File: config.mk
export PLATFORM = sky130hd
export DESIGN_NAME = pipe_stage_reg
export DESIGN_NICKNAME = d
export VERILOG_FILES = /design/src/rtl/pipe_stage_reg.sv
export SDC_FILE = /design/constraint.sdc
export NUM_CORES = 1
export LEC_CHECK = 0
export BUFFER_PORTS_ARGS = -buffer_cell sky130_fd_sc_hd__buf_2
export CORE_AREA = 2 2 162 164
export DETAILED_ROUTE_END_ITERATION = 7
export DIE_AREA = 0 0 164 166
export PLACE_DENSITY_LB_ADDON = 0.2
export SLEW_MARGIN = 30
export SYNTH_ARGS = -nofsm -noshare
export SYNTH_HDL_FRONTEND = slang
export SYNTH_SLANG_ARGS = --single-unit
File: constraint.sdc
create_clock -name clk -period 3.4 [get_ports clk]
set_clock_uncertainty 0.05 [all_clocks]
set_input_delay 0.17 -clock clk [delete_from_list [all_inputs] [get_ports clk]]
set_output_delay 0.17 -clock clk [all_outputs]
set_load 0.02 [all_outputs]
File: src/rtl/pipe_stage_reg.sv
// rtl/pipe_stage_reg.sv - parametrised pipeline boundary register with bubble, hold, flush and stall counter
module pipe_stage_reg #(
    parameter int                     DATA_W   = 128,
    parameter int                     STICKY_W = 1,
    parameter int                     EXC_W    = 5,
    parameter logic [EXC_W-1:0]       EC_NONE  = '0,
    parameter logic [DATA_W-1:0]      BUBBLE   = '0,
    parameter int                     STALL_W  = 6,
    parameter int                     STAGE    = 2,
    parameter int                     CNT_W    = 8
) (
    input  logic                clk,
    input  logic                rst,
    input  logic [STALL_W-1:0]  stall,
    input  logic                flush,
    input  logic                in_valid,
    input  logic [DATA_W-1:0]   in_data,
    input  logic [STICKY_W-1:0] in_sticky,
    input  logic [EXC_W-1:0]    in_exc,
    input  logic [31:0]         in_epc,
    input  logic [31:0]         in_badvaddr,
    output logic                out_valid,
    output logic [DATA_W-1:0]   out_data,
    output logic [STICKY_W-1:0] out_sticky,
    output logic [EXC_W-1:0]    out_exc,
    output logic [31:0]         out_epc,
    output logic [31:0]         out_badvaddr,
    output logic [CNT_W-1:0]    stall_cnt
);

    localparam logic [CNT_W-1:0] CNT_MAX = {CNT_W{1'b1}};

    logic                up;
    logic                dn;
    logic                unused_stall;

    logic                valid_q,  valid_d;
    logic [DATA_W-1:0]   data_q,   data_d;
    logic [STICKY_W-1:0] sticky_q, sticky_d;
    logic [EXC_W-1:0]    exc_q,    exc_d;
    logic [31:0]         epc_q,    epc_d;
    logic [31:0]         bad_q,    bad_d;
    logic [CNT_W-1:0]    cnt_q,    cnt_d;
    logic [CNT_W-1:0]    cnt_inc;

    assign up           = stall[STAGE];
    assign dn           = stall[STAGE+1];
    assign unused_stall = ^stall;

    // Saturating increment shared by the bubble and hold cases
    assign cnt_inc = (cnt_q == CNT_MAX) ? cnt_q : cnt_q + CNT_W'(1);

    always_comb begin
        valid_d  = valid_q;
        data_d   = data_q;
        sticky_d = sticky_q;
        exc_d    = exc_q;
        epc_d    = epc_q;
        bad_d    = bad_q;
        cnt_d    = cnt_q;

        if (flush) begin
            valid_d  = 1'b0;
            data_d   = BUBBLE;
            sticky_d = '0;
            exc_d    = EC_NONE;
            epc_d    = '0;
            bad_d    = '0;
            cnt_d    = '0;
        end else if (up && !dn) begin
            // Sticky sideband deliberately survives the inserted bubble
            valid_d  = 1'b0;
            data_d   = BUBBLE;
            exc_d    = EC_NONE;
            epc_d    = '0;
            bad_d    = '0;
            cnt_d    = cnt_inc;
        end else if (up) begin
            cnt_d    = cnt_inc;
        end else begin
            // Illegal up=0/dn=1 lands here and behaves as a normal advance
            sticky_d = in_sticky;
            cnt_d    = '0;
            if (in_valid) begin
                valid_d = 1'b1;
                data_d  = in_data;
                exc_d   = in_exc;
                epc_d   = in_epc;
                bad_d   = in_badvaddr;
            end else begin
                valid_d = 1'b0;
                data_d  = BUBBLE;
                exc_d   = EC_NONE;
                epc_d   = '0;
                bad_d   = '0;
            end
        end
    end

    always_ff @(posedge clk or negedge rst) begin
        if (!rst) begin
            valid_q  <= 1'b0;
            data_q   <= BUBBLE;
            sticky_q <= '0;
            exc_q    <= EC_NONE;
            epc_q    <= '0;
            bad_q    <= '0;
            cnt_q    <= '0;
        end else begin
            valid_q  <= valid_d;
            data_q   <= data_d;
            sticky_q <= sticky_d;
            exc_q    <= exc_d;
            epc_q    <= epc_d;
            bad_q    <= bad_d;
            cnt_q    <= cnt_d;
        end
    end

    assign out_valid    = valid_q;
    assign out_data     = data_q;
    assign out_sticky   = sticky_q;
    assign out_exc      = exc_q;
    assign out_epc      = epc_q;
    assign out_badvaddr = bad_q;
    assign stall_cnt    = cnt_q;

endmodule

==> impl_results.md <==
* CTS clk-pin slew, worst paths at 0.06 ns
* Post-synthesis sequential area ratio at 0.694
* Primary FF master, synth: dfrtp_1
* Commonest cells in the netlist: 207 x dfrtp_1, 195 x a22o_1, 19 x buf_2
* Placed cells at about 1200
* CTS tree: built
* Setup TNS at 0 ns
* Mapped Cells at 490
* Antenna violations before repair at 0
* Xor/xnor share of the synthesized area at 0
* Main combinational cell family by area after synthesis: compound AO/OA/AOI/OAI gates
* EDFF count, synth at 0
* CP Capture Type: flop
* Syn Area/Cell at 15.2 um^2
* GRT Total Usage at 0.175
* Initial core utilization at 0.292
* Drt total wl at 24.9 mm
* Via-per-instance ratio at 4.64
* Crit path launch type: flop
* # setup viols final at 0
* Synth area leaders: dfrtp_1 69%, a22o_1 23%, buf_2 1.3%
* Synth Area in Compound Gates at 0.242
* Share of cells above drive strength 1 at 0.415
* Post-synthesis register bit count at approximately 210
* Post-cts resize count at 0
* Synth Area in Adders at 0.00168
* Hold Vio Cnt, Final at 0
* Synth Cell Area at between 7000 and 8000 um^2
* Via count at 6705
* Synth area leader: dfrtp_1
* Largest net degree at the start of global routing at 106
* 1st-iter DRT viols at 367
* Worst r2r path cells at 4
* Cts hold-fix bufs at slightly above 200
* Mux share of post-synthesis cell area at 0.00134
* Antenna cell count at 0
* Number of max-cap violations at 0
* Max clock buf depth at 3
* HPWL Detailed at 15.6 mm
* Final min period at 1.91 ns
* Grt total ovfl at 0
* CP Class: reg -> reg
* Top-count cell post-synth: dfrtp_1
* Data arrival, critical path at 2.24 ns
* Fmax achieved at about 0.52 GHz
* Peak supply drop at around 0.31 mV
* Unrepaired setup endpoints after global routing: false
* Clk root buf: clkbuf_16
* CP required at approximately 3.7 ns
* Vias in the first global route at around 7000
* Final period util at 0.561
* # H-tree levels at 1
* PD cells at 466 nW/um^2
* Skew-Pair Late Insertion Delay at about 0.5 ns
* Io pins at 415
* Outcome: complete, no violations
* Top-area cell type share of the netlist area at 0.694
* Net count, final at 1303
* CTS Buf Count at 24
* Post-synth cell types at 28
* Worst Max-Slew Pin Slew at 0.705 ns
* Final cell count without fillers at 1446
* Synthesized net count at 699
* Hold Path Class: in -> reg
* WL/cell at 17.2 um
* Leak at about 0.0069 uW
* Post-CTS Setup Repair Bufs at 0
* Antenna Violating Nets Remaining at 0
* Crit Path Max Fanout at 2
* Die area at 27200 um^2
* Utilization after layout at 0.494
* IO buf count at 410
* Row count at 59
* Max Slew Vio Count at 0
* Ys Warns at 0
* Asr flop ratio synth at 1.00
* Drt pass-1 iters at 5
* First-pass GRT wire length at 38.0 mm
* Hold Path Cell Cnt at 4
* Die H at 166 um
* CORE AREA at roughly 26000 um^2
* Worst slew margin at 0.530
* Hold Slack at 0.0512 ns
* Die width at about 160 um
* Sink Count at 207
* Routability cong. at approximately 0.77
* Synthesis-to-layout area growth at 69.5%
* Simple-Gate Fraction of Synth Area at 0.0213
* DRC Markers at 0
[logic make-up (layout without fill, tap and decap cells)]
logic type | after synthesis | in the layout
buf+inv | 45 | 666
fa+ha+maj | 1 | 1
simple gates | 25 | 25
flops | 207 | 207
compound gates | 211 | 211
mux | 1 | 1
[state kept, by name, indices dropped and copies added (netlist names)]
| signal | cells |
|---|---|
| out_data | 128 |
| out_badvaddr | 32 |
| out_epc | 32 |
| stall_cnt | 8 |
| out_exc | 5 |
| out_sticky | 1 |
| out_valid | 1 |
[per-layer routing]
metal	routed length [um]	global-route usage	up-vias
met4	988	0.0728	0
met2	12200	0.300	268
met3	1590	0.0367	61
li1	-	-	3112
met1	10000	0.212	3264
met5	0	0	-
[report_power, final]
group          internal, uW  switching (uW)  total, uW
Combinational           356             344        700
Sequential             2540            41.6       2580
Clock                  1600            1030       2620
Total                  4490            1410       5900
[worst max-delay path: stages (launching register included)]
cell           delay (ns)
dfrtp_1              0.37
a32oi_1              0.19
dlygate4sd3_1        0.58
nor2_1               0.04
dlygate4sd3_1        0.55
[path summary, 6_finish.rpt]
path,from,endpoint,slack (ns)
max reg2reg,out_data[95],out_data[95],1.49
max,out_data[95],out_data[95],1.49
min reg2reg,out_valid,out_valid,0.42
min in group asynchronous,rst,out_data[28],0.21
min,stall[2],stall_cnt[4],0.05
max in group asynchronous,rst,out_data[112],2.20
[cell type report]
type / instances / area (um^2)
clock buffers: 33 / 704
clock inverters: 10 / 111
fillers: 2267 / 13000
multi-input cells: 238 / 2000
flip-flops and latches: 207 / 5180
well taps: 335 / 419
repair buffers: 623 / 4250
[stage by stage]
| step | setup slack [ns] | total power, uW | area (um^2) |
|---|---|---|---|
| 2_1_floorplan | 1.97 | 2850 | 7470 |
| 3_3_place_gp | 1.46 | 3130 | 9780 |
| 3_5_place_dp | 1.44 | 3130 | 9780 |
| 4_1_cts | 1.53 | 5990 | 12700 |
| 5_1_grt | 1.41 | 6170 | 12700 |
| 6_report | 1.49 | 5900 | 12700 |
[cells in the final DEF, fill, tap and decap left out, types with 2 or more instances in the layout]
master           n
buf_12           6
a32oi_1          2
and4_1           2
nor3_1           4
clkbuf_8         8
a22o_1         195
nor2_1           3
dlygate4sd3_1  206
bufinv_16        2
a31oi_1          4
a21oi_1          3
dfrtp_1        207
nand3_1          3
and3_1           4
buf_2          409
clkinv_2         7
clkbuf_1         2
clkbuf_16       24
o21ai_0          4
and4b_1          2
No activity file was read; power rests on OpenSTA's default activity.
